===== src/rtl/bus_arb_pkg.sv =====
// ---------------------------------------------------------------------------
// bus_arb_pkg
// Shared types and helpers for the MERA-400 system bus arbiter.
//   state_t : arbiter FSM states (IDLE, BUSY, GAP)
//   ow(n)   : width of a requester index for n requesters (at least 1 bit)
// ---------------------------------------------------------------------------
package bus_arb_pkg;

    typedef enum logic [1:0] {
        IDLE = 2'd0,
        BUSY = 2'd1,
        GAP  = 2'd2
    } state_t;

    // Owner/index width. Two requesters still need one bit.
    function automatic int ow(input int n);
        return (n <= 2) ? 1 : $clog2(n);
    endfunction

endpackage


===== src/rtl/bus_arb_pick.sv =====
// ---------------------------------------------------------------------------
// arb_pick
// Combinational winner selection for the bus arbiter.
// Ports:
//   req   in  N   request vector (zg levels)
//   mask  in  N   hog mask; masked requesters are not eligible
//   ptr   in  OW  round-robin pointer (index of the previous owner)
//   rr    in  1   1 = round-robin, 0 = fixed priority (lowest index wins)
//   win   out OW  winning index (0 when nothing is eligible)
//   valid out 1   some requester is eligible
// ---------------------------------------------------------------------------
module arb_pick
    import bus_arb_pkg::*;
#(
    parameter int N  = 4,
    parameter int OW = ow(N)
) (
    input  logic [N-1:0]  req,
    input  logic [N-1:0]  mask,
    input  logic [OW-1:0] ptr,
    input  logic          rr,
    output logic [OW-1:0] win,
    output logic          valid
);

    localparam int DW = $clog2(2 * N);

    logic [N-1:0]   elig;
    logic [2*N-1:0] dbl;
    logic [OW-1:0]  rr_win;
    logic [OW-1:0]  fp_win;
    logic [DW-1:0]  pos;

    assign elig  = req & ~mask;
    assign valid = |elig;

    // Two copies of the eligible vector side by side: scanning positions
    // ptr+1 .. ptr+N of the doubled vector visits every requester exactly
    // once, starting just after the pointer, without any modulo wrap logic.
    assign dbl = {elig, elig};

    // Scan from the far end back towards the pointer so the closest hit
    // is the one that sticks.
    always_comb begin
        rr_win = '0;
        pos    = '0;
        for (int k = N; k >= 1; k--) begin
            pos = DW'(ptr) + DW'(k);
            if (dbl[pos]) begin
                if (pos >= DW'(N)) begin
                    rr_win = OW'(pos - DW'(N));
                end else begin
                    rr_win = OW'(pos);
                end
            end
        end
    end

    // Fixed priority: lowest eligible index wins.
    always_comb begin
        fp_win = '0;
        for (int i = N - 1; i >= 0; i--) begin
            if (elig[i]) begin
                fp_win = OW'(i);
            end
        end
    end

    assign win = rr ? rr_win : fp_win;

endmodule


===== src/rtl/bus_arb.sv =====
// ---------------------------------------------------------------------------
// bus_arb
// MERA-400 system bus arbiter. Grants the bus to one of N requesters via the
// ZG (request) / ZW (grant) handshake, holds the grant for the whole
// transaction, inserts GAP_TICKS dead cycles between owners and revokes a
// grant held longer than TIMEOUT_TICKS cycles.
// Parameters:
//   N             number of requesters (2..8), index 0 is the CPU
//   RR            1 = round-robin, 0 = fixed priority
//   GAP_TICKS     dead cycles between two owners (1..15)
//   TIMEOUT_TICKS max BUSY cycles per grant (2..65535)
// Ports:
//   clk_sys in  1   system clock
//   clo     in  1   general clear, asynchronous, active-high
//   zg      in  N   bus request per module (level)
//   zw      out N   bus grant per module, registered, one-hot or zero
//   busy    out 1   some zw bit is set
//   owner   out OW  index of the current or last owner
//   bus_to  out 1   one-cycle pulse when the watchdog revokes a grant
//   to_id   out OW  requester revoked by the last timeout
// ---------------------------------------------------------------------------
module bus_arb
    import bus_arb_pkg::*;
#(
    parameter  int N             = 4,
    parameter  int RR            = 1,
    parameter  int GAP_TICKS     = 1,
    parameter  int TIMEOUT_TICKS = 1024,
    localparam int OW            = ow(N)
) (
    input  logic          clk_sys,
    input  logic          clo,
    input  logic [N-1:0]  zg,
    output logic [N-1:0]  zw,
    output logic          busy,
    output logic [OW-1:0] owner,
    output logic          bus_to,
    output logic [OW-1:0] to_id
);

    localparam logic [3:0]  GAP_LOAD = 4'(GAP_TICKS);
    localparam logic [15:0] WD_LAST  = 16'(TIMEOUT_TICKS - 1);
    localparam logic [N-1:0] ONE     = {{(N-1){1'b0}}, 1'b1};

    state_t        state_reg,  state_next;
    logic [N-1:0]  zw_reg,     zw_next;
    logic [OW-1:0] owner_reg,  owner_next;
    logic [OW-1:0] ptr_reg,    ptr_next;
    logic [N-1:0]  hog_reg,    hog_next;
    logic [3:0]    gap_reg,    gap_next;
    logic [15:0]   wdog_reg,   wdog_next;
    logic [OW-1:0] to_id_reg,  to_id_next;
    logic          bus_to_reg, bus_to_next;

    logic [OW-1:0] pick_win;
    logic          pick_valid;

    arb_pick #(
        .N  (N),
        .OW (OW)
    ) u_pick (
        .req   (zg),
        .mask  (hog_reg),
        .ptr   (ptr_reg),
        .rr    (RR != 0),
        .win   (pick_win),
        .valid (pick_valid)
    );

    // State register. Clear drops the grant immediately, without a clock.
    always_ff @(posedge clk_sys or posedge clo) begin
        if (clo) begin
            state_reg  <= IDLE;
            zw_reg     <= '0;
            owner_reg  <= '0;
            ptr_reg    <= OW'(N - 1);
            hog_reg    <= '0;
            gap_reg    <= '0;
            wdog_reg   <= '0;
            to_id_reg  <= '0;
            bus_to_reg <= 1'b0;
        end else begin
            state_reg  <= state_next;
            zw_reg     <= zw_next;
            owner_reg  <= owner_next;
            ptr_reg    <= ptr_next;
            hog_reg    <= hog_next;
            gap_reg    <= gap_next;
            wdog_reg   <= wdog_next;
            to_id_reg  <= to_id_next;
            bus_to_reg <= bus_to_next;
        end
    end

    // Next-state logic.
    always_comb begin
        state_next  = state_reg;
        zw_next     = zw_reg;
        owner_next  = owner_reg;
        ptr_next    = ptr_reg;
        gap_next    = gap_reg;
        wdog_next   = wdog_reg;
        to_id_next  = to_id_reg;
        bus_to_next = 1'b0;
        // A hogging module is forgiven as soon as it lets go of its request.
        hog_next    = hog_reg & zg;

        case (state_reg)
            IDLE: begin
                if (pick_valid) begin
                    owner_next = pick_win;
                    zw_next    = ONE << pick_win;
                    wdog_next  = '0;
                    state_next = BUSY;
                end
            end

            BUSY: begin
                // Release is checked first so that a release coinciding
                // with watchdog expiry is a normal release.
                if (!zg[owner_reg]) begin
                    zw_next    = '0;
                    ptr_next   = owner_reg;
                    gap_next   = GAP_LOAD;
                    state_next = GAP;
                end else if (wdog_reg == WD_LAST) begin
                    zw_next             = '0;
                    bus_to_next         = 1'b1;
                    to_id_next          = owner_reg;
                    hog_next[owner_reg] = 1'b1;
                    ptr_next            = owner_reg;
                    gap_next            = GAP_LOAD;
                    state_next          = GAP;
                end else begin
                    wdog_next = wdog_reg + 16'd1;
                end
            end

            GAP: begin
                // The counter holds the number of dead cycles still to run,
                // including the current one; at 1 this is the last.
                if (gap_reg <= 4'd1) begin
                    if (pick_valid) begin
                        owner_next = pick_win;
                        zw_next    = ONE << pick_win;
                        wdog_next  = '0;
                        state_next = BUSY;
                    end else begin
                        state_next = IDLE;
                    end
                end else begin
                    gap_next = gap_reg - 4'd1;
                end
            end

            default: begin
                zw_next    = '0;
                state_next = IDLE;
            end
        endcase
    end

    assign zw     = zw_reg;
    assign busy   = |zw_reg;
    assign owner  = owner_reg;
    assign bus_to = bus_to_reg;
    assign to_id  = to_id_reg;

endmodule


===== config.mk =====
export PLATFORM = sky130hd
export DESIGN_NAME = bus_arb
export DESIGN_NICKNAME = d
export VERILOG_FILES = /design/src/rtl/bus_arb_pkg.sv /design/src/rtl/bus_arb_pick.sv /design/src/rtl/bus_arb.sv
export SDC_FILE = /design/constraint.sdc
export NUM_CORES = 1
export LEC_CHECK = 0
export ABC_AREA = 0
export BUFFER_PORTS_ARGS = -buffer_cell sky130_fd_sc_hd__buf_2
export CAP_MARGIN = 20
export CORE_AREA = 2 2 69 71
export DETAILED_ROUTE_END_ITERATION = 10
export DIE_AREA = 0 0 71 73
export PLACE_DENSITY = 0.7
export SLEW_MARGIN = 10
export SYNTH_ARGS = -nofsm -noshare
export SYNTH_HDL_FRONTEND = slang
export SYNTH_SLANG_ARGS = --single-unit

===== constraint.sdc =====
create_clock -name clk_sys -period 2.1 [get_ports clk_sys]
set_clock_uncertainty 0.05 [all_clocks]
set_input_delay 0.315 -clock clk_sys [delete_from_list [all_inputs] [get_ports clk_sys]]
set_output_delay 0.315 -clock clk_sys [all_outputs]
set_load 0.1 [all_outputs]

* Word level (Yosys, flattened, before mapping)
Index checks and enable logic that the tools add are counted.
Word-level totals: bits in read-only memories 0, RAM bits 0, logic and storage cells 110, latch bits 0, bits in registers 37, memories 0
Cells by class: shift operators 1, equality and inequality tests 10, $mul 0, div/mod/pow operators 0, reductions and logical operators 14, bitwise gates (word level) 4, multiplexer cells 51, magnitude comparators 11, add/subtract/negate cells 10
Operators by type and width (count):
- $mux W16 | 4
- $pmux W16 S3 | 1
- $mux W4 | 10
- $mux W2 | 16
- $add A16 B1 Y16 const B | 1
- $eq A16 B10 Y1 const B | 1
- $lt A3 B4 Y1 const B | 4
- $bmux W1 S3 | 4
- $ge A3 B3 Y1 const B | 4
- $pmux W4 S3 | 1
- $mux W1 | 10
- $ne A2 B2 Y1 const B | 5
- $reduce_and A3 Y1 | 3
- $and A4 B4 Y4 | 2
- $pmux W4 S2 | 1
- $reduce_or A4 Y1 | 2
- $sub A2 B1 Y2 const B | 4
- $add A2 B2 Y3 const B | 2
- $pmux W2 S3 | 1
- $reduce_and A2 Y1 | 3
- $le A4 B1 Y1 const B | 1
- $not A4 Y4 | 1
- $or A4 B4 Y4 | 1
- $pmux W2 S2 | 1
- 17 further kinds | 18

* Logic depth before layout (Yosys ltp)
depth in word-level cells 12, gate-level depth with buffers 9

* Cells and area by module
A second synthesis with hierarchy kept.
Unflattened totals: cell total of the unflattened synthesis 222, area, all modules 2114.5 µm²
By module, submodules not included:
- bus_arb | times used 1, cells each 187, area an instance 1848.0 µm²
- arb_pick | times used 1, cells each 35, area an instance 266.5 µm²

* Worst setup path after synthesis
OpenSTA, ideal clock, no wires.
kind flip-flop to flip-flop, start register owner_reg[0], in the netlist owner[0], end register wdog_reg[14], clock period less this slack 2.510 ns, cell stages (with the launch flop) 7, setup slack -0.410 ns, data arrival time 2.342 ns, required time 1.932 ns, path buffers 0, cell sequence dfrtp_1 mux4_2 and3_2 and3_4 nand3_1 xor2_1 nor2_1
Between the ends: cells in the longest elaborated chain, start to end 4
Ends and longest elaborated chain:
- start: declaration | RTL line bus_arb.sv:47 | logic [OW-1:0] owner_reg, owner_next;
- start signal: assignment | RTL line bus_arb.sv:85 | owner_reg <= owner_next;
- $bmux W1 S2 | RTL line bus_arb.sv:121 | if (!zg[owner_reg]) begin
- $mux W1 (implied by the code) | RTL line bus_arb.sv:121
- $ne A2 B2 Y1 (no source line)
- $reduce_and A4 Y1 (no source line)
- end signal: assignment | RTL line bus_arb.sv:89 | wdog_reg <= wdog_next;
- end: declaration | RTL line bus_arb.sv:51 | logic [15:0] wdog_reg, wdog_next;
No other way between the ends. The select of a mux whose other input is x is not followed. A chain may end at the register's enable or synchronous reset.

* Final worst setup path
start register ptr_reg[0], end register zw_reg[1], in the netlist zw[1]
Between the ends: cells in the longest elaborated chain, start to end 11, elaborated cells between the ends (all ways) 32
Ends and longest elaborated chain:
- start: declaration | RTL line bus_arb.sv:48 | logic [OW-1:0] ptr_reg, ptr_next;
- start signal: assignment | RTL line bus_arb.sv:76 | ptr_reg <= OW'(N - 1);
- start signal: assignment | RTL line bus_arb.sv:86 | ptr_reg <= ptr_next;
- $add A2 B3 Y3 | RTL line bus_arb_pick.sv:48 | pos = DW'(ptr) + DW'(k);
- $ge A3 B3 Y1 (tied with other cells) | RTL line bus_arb_pick.sv:50 | if (pos >= DW'(N)) begin
- $mux W2 / $mux W1 (equally long branches) | RTL line bus_arb_pick.sv:50, bus_arb_pick.sv:49
- $mux W2 (3 in series) | RTL line bus_arb_pick.sv:49 | if (dbl[pos]) begin
- $mux W2 (*) | RTL line bus_arb_pick.sv:49
- $shl A1 B2 Y4 (*) | RTL line bus_arb.sv:112, bus_arb.sv:145
- $mux W4 (*) | RTL line bus_arb.sv:110, bus_arb.sv:143
- $mux W4 | RTL line bus_arb.sv:142 | if (gap_reg <= 4'd1) begin
- $pmux W4 S3 (*) | RTL line bus_arb.sv:108 | case (state_reg)
- end signal: assignment | RTL line bus_arb.sv:84 | zw_reg <= zw_next;
- end: declaration | RTL line bus_arb.sv:46 | logic [N-1:0] zw_reg, zw_next;
Every way passes the cells marked *; elsewhere a longest branch is shown, timed or not. The select of a mux whose other input is x is not followed.

==> run summary <==
The run finished with clean final reports. The H-tree was split into 2 levels. The synthesized netlist occupies a cell area of 1960 um^2.

The HPWL after detailed placement is 3.08 mm. The worst hold path was traced through 3 stages. After synthesis the netlist holds a flip-flop and latch count of 37. Traced cell by cell, the critical path runs through ha_4, and2_1, a2111oi_2, a211oi_1, or3_1, a22o_1. TritonCTS built the clock tree.

During I/O placement, the number of pins put on the boundary was 16. Kind of capture point of the worst setup path: a register. The top fanout value on the critical path came out at 3. The path class of the tightest hold or removal check is input port to register.

The design internal power is 1.59 mW, and the Yosys warning count is 0. The clock drives 37 sinks. Critical path arrival: 2170 ps. The max-slew violation count was 0; the combinational share of power was 50.7%. The sequential group share of total power is 32.8%, and the length in cells of the worst reg-to-reg path is 6. The logs give 2210 um^2 for the post-placement cell area and 0 for the post-route DRC violation count. The startpoint of the worst-slack reg-to-reg timing path is ptr_reg[0].

Static timing analysis puts the maximum clock frequency at 491 MHz. The first global-routing pass estimated 7.04 mm of wire. Before antenna repair, the detailed router went through 4 iterations. The register with the most flip-flops in the layout has 16 of them. The endpoint identified for the worst register-to-register timing path is zw[1]. The most critical setup path has its startpoint at ptr_reg[0]. The setup check on the worst reg-to-reg path leaves a slack of 70 ps. The logs give 0 for the max-capacitance violation count and 2230 ps for the required time at the worst-slack endpoint. For this run, the register share of the synthesized area comes to 47.4%. The finished layout holds 297 standard cells, fillers aside. The power per unit of standard cell area was 1250 nW/um^2. After the first detailed-routing iteration, the DRC count stood at 81. The run gives 0 as the number of antenna violations at the first check in global routing. The logs give 0 for the final count of hold timing violations and 1531 for the number of global-route vias before repair. The clock edge transition at the registers on the reported setup and hold paths came out at 70 ps.

Slowest cell on the critical path: dfstp_2. The clock passes through at most 2 buffers. The floorplan step defined a die boundary enclosing 5180 um^2. Summing internal, switching and leakage power gives 2.93 mW. The tools report the total via count in the routed design as 1600.

The analysis attributes to net switching a power of 1.34 mW. Sort of element at the start of the critical path: a register. The core footprint is 4540 um^2.

Setup repair after global routing could not meet its margin everywhere. VDD sags by at most 0.564 mV. The average routed wire per standard cell was 13.9 um; the synthesis-to-finish area growth was 19.2%.

Counting the buffers created by CTS gives 5. The count of flip-flops with a built-in enable after synthesis was 0; the number of instances in the synthesized netlist was 206. The layout cell share with drive strength beyond 1 is 24.7%.

The tree is rooted in a clkbuf_8. For the last weighted congestion value of the routability-driven placer, the log shows 0.827. At the pin with the least slew margin, the transition time is 487 ps. The run gives 44 as the number of unique standard cell types used by synthesis.

The total nets after synthesis was 216; the height of the chip was 73 um. The critical path's largest stage delay works out to 560 ps. Clock power share: 16.6%. For this run, the post-layout net count is 252.

The count of antenna-violating nets left after detailed routing was 0. In the synthesized netlist the dominant register cell turns out to be dfrtp_1. The filler cells instantiated in the layout total 442.

Global routing used 17.6% of the available tracks across all layers. The total detailed-routing wirelength was 4.13 mm; the clock insertion delay at the later pin of the skew report was 290 ps. After detailed routing, the number of vias per cell comes to 5.39. Entering global routing, the biggest net connects 16 pins. Input and output buffers added on the ports amount to 15. Row generation in the floorplan step produced 25 rows. After routing the design area is 2330 um^2.

After detailed placement, the design holds a cell count of 286. The critical setup path kind is register to register. After global routing the overflow that remains totals 0. Antenna diode count: 0. The synthesized area divided by synthesized cell count came out at 9.51 um^2. Registers take 933 um^2. Summed over all cells, the static leakage comes to 1.04 nW. Net switching is 45.7% of the power.

In the final layout, the multi-input gates occupy 996 um^2. Setup violations remaining at the end of the flow were counted as 0. The share of synthesized flip-flops with an asynchronous set or reset is 100%. In this run the worst setup path terminates at zw[1]. The initial utilization of the core area, before any placement, comes to 43.2%. The floorplan step set the die width to 71 um. The minimum period implied by the final worst setup slack is 2030 ps, and the post-route clock period utilization is 96.9%. In this run the tightest slew margin relative to its limit is 67.7%.
==> cells by family (layout without fill, tap and decap cells) <==
group                    count (synthesis)  count (layout)  share of synthesized area (%)
multiplexers                             3               3                           2.88
XOR/XNOR                                10              10                           4.47
buffers and inverters                   13              50                           2.88
adder cells (fa/ha/maj)                  4               4                           2.56
AND/OR/NAND/NOR                         91              91                           23.8
flip-flops                              37              37                           47.4
AO/OA/AOI/OAI                           48              48                           16.0
==> worst max-delay path: cells and delay by family (launching register included) <==
kind	cells	cell delay, ps
compound gates	3	570
flops	1	560
simple gates	2	550
fa+ha+maj	1	210
==> area by class of cell <==
cell class / count / share of cell area, %
clock buffer: 6 / 3.11
timing repair buffer: 32 / 9.32
multi-input combinational: 156 / 42.7
sequential: 37 / 40.0
clock inverter: 2 / 0.429
tap: 54 / 2.89
inverter: 10 / 1.61
==> power by group through the flow <==
stage                     Sequential (mW)  Combinational (mW)  Clock (mW)
after floorplan                      1.24               0.801           0
after global placement              0.969                1.38           0
after detailed placement            0.976                1.41           0
after CTS                           0.962                1.42       0.501
after global routing                0.980                1.61       0.531
final                               0.959                1.48       0.485
==> repair_timing <==
action,4_1_cts,5_1_grt
setup endpoints to repair,0,8
resized for setup,0,3
hold buffers,1,0
endpoints found under the hold margin,8,0
setup buffers,0,2
==> layer usage <==
| metal | wire length, um | global-route usage (%) | up-vias |
|---|---|---|---|
| li1 | - | - | 794 |
| met1 | 1950 | 22.2 | 768 |
| met2 | 1950 | 29.2 | 29 |
| met3 | 136 | 3.87 | 9 |
| met4 | 92 | 7.55 | 0 |
| met5 | 0 | 0 | - |
==> cell usage after synthesis (all sizes together), types with 2 or more instances <==
master,count,area [um^2]
or3,3,18.8
a22o,2,17.5
nand3,4,20.0
ha,4,50.1
o41ai,3,26.3
mux4,2,45.0
nand4,6,37.5
dfstp,2,52.6
nor2b,4,25.0
nor2,25,96.4
nand2,26,105
xnor2,3,26.3
nor4,2,12.5
o21ai,21,105
xor2,7,61.3
or4,2,15.0
nand2b,5,31.3
inv,10,37.5
and2,3,18.8
dfrtp,35,876
nor3,5,35.0
a21oi,11,62.6
clkbuf,2,7.51
and3,2,18.8
o31ai,3,22.5
==> worst min path at each step <==
| stage | startpoint | end |
|---|---|---|
| 6_report | zg[1] | hog_reg[1] |
| 5_1_grt | zg[1] | hog_reg[1] |
| 4_1_cts | zg[1] | hog_reg[1] |
| 3_5_place_dp | clo | to_id[0] |
| 3_3_place_gp | clo | to_id[0] |
| 2_1_floorplan | zg[0] | hog_reg[0] |
==> layout by cell type (no fill, tap or decap), types with 4 or more instances in the layout <==
master / instances
xor2_1: 7
nor2b_1: 4
inv_1: 10
clkbuf_8: 5
o21ai_0: 19
nand4_1: 6
nand2_1: 25
nand2b_1: 5
nand3_1: 4
nor2_1: 24
buf_4: 15
dfrtp_1: 33
a21oi_1: 9
buf_2: 15
==> stage by stage <==
| stage | hold WS, ps | setup TNS [ps] | setup slack [ps] | utilization, % |
|---|---|---|---|---|
| after detailed placement | 288 | 0 | 51.0 | 48.7 |
| after global placement | 280 | 0 | 77.8 | 48.7 |
| after floorplan | 375 | 0 | 12.8 | - |
| final | 232 | 0 | 65.1 | 51.5 |
| after global routing | 246 | -145 | -33.9 | 51.5 |
| after CTS | 228 | 0 | 38.4 | 50.8 |
Power figures use the tool's default switching activity.
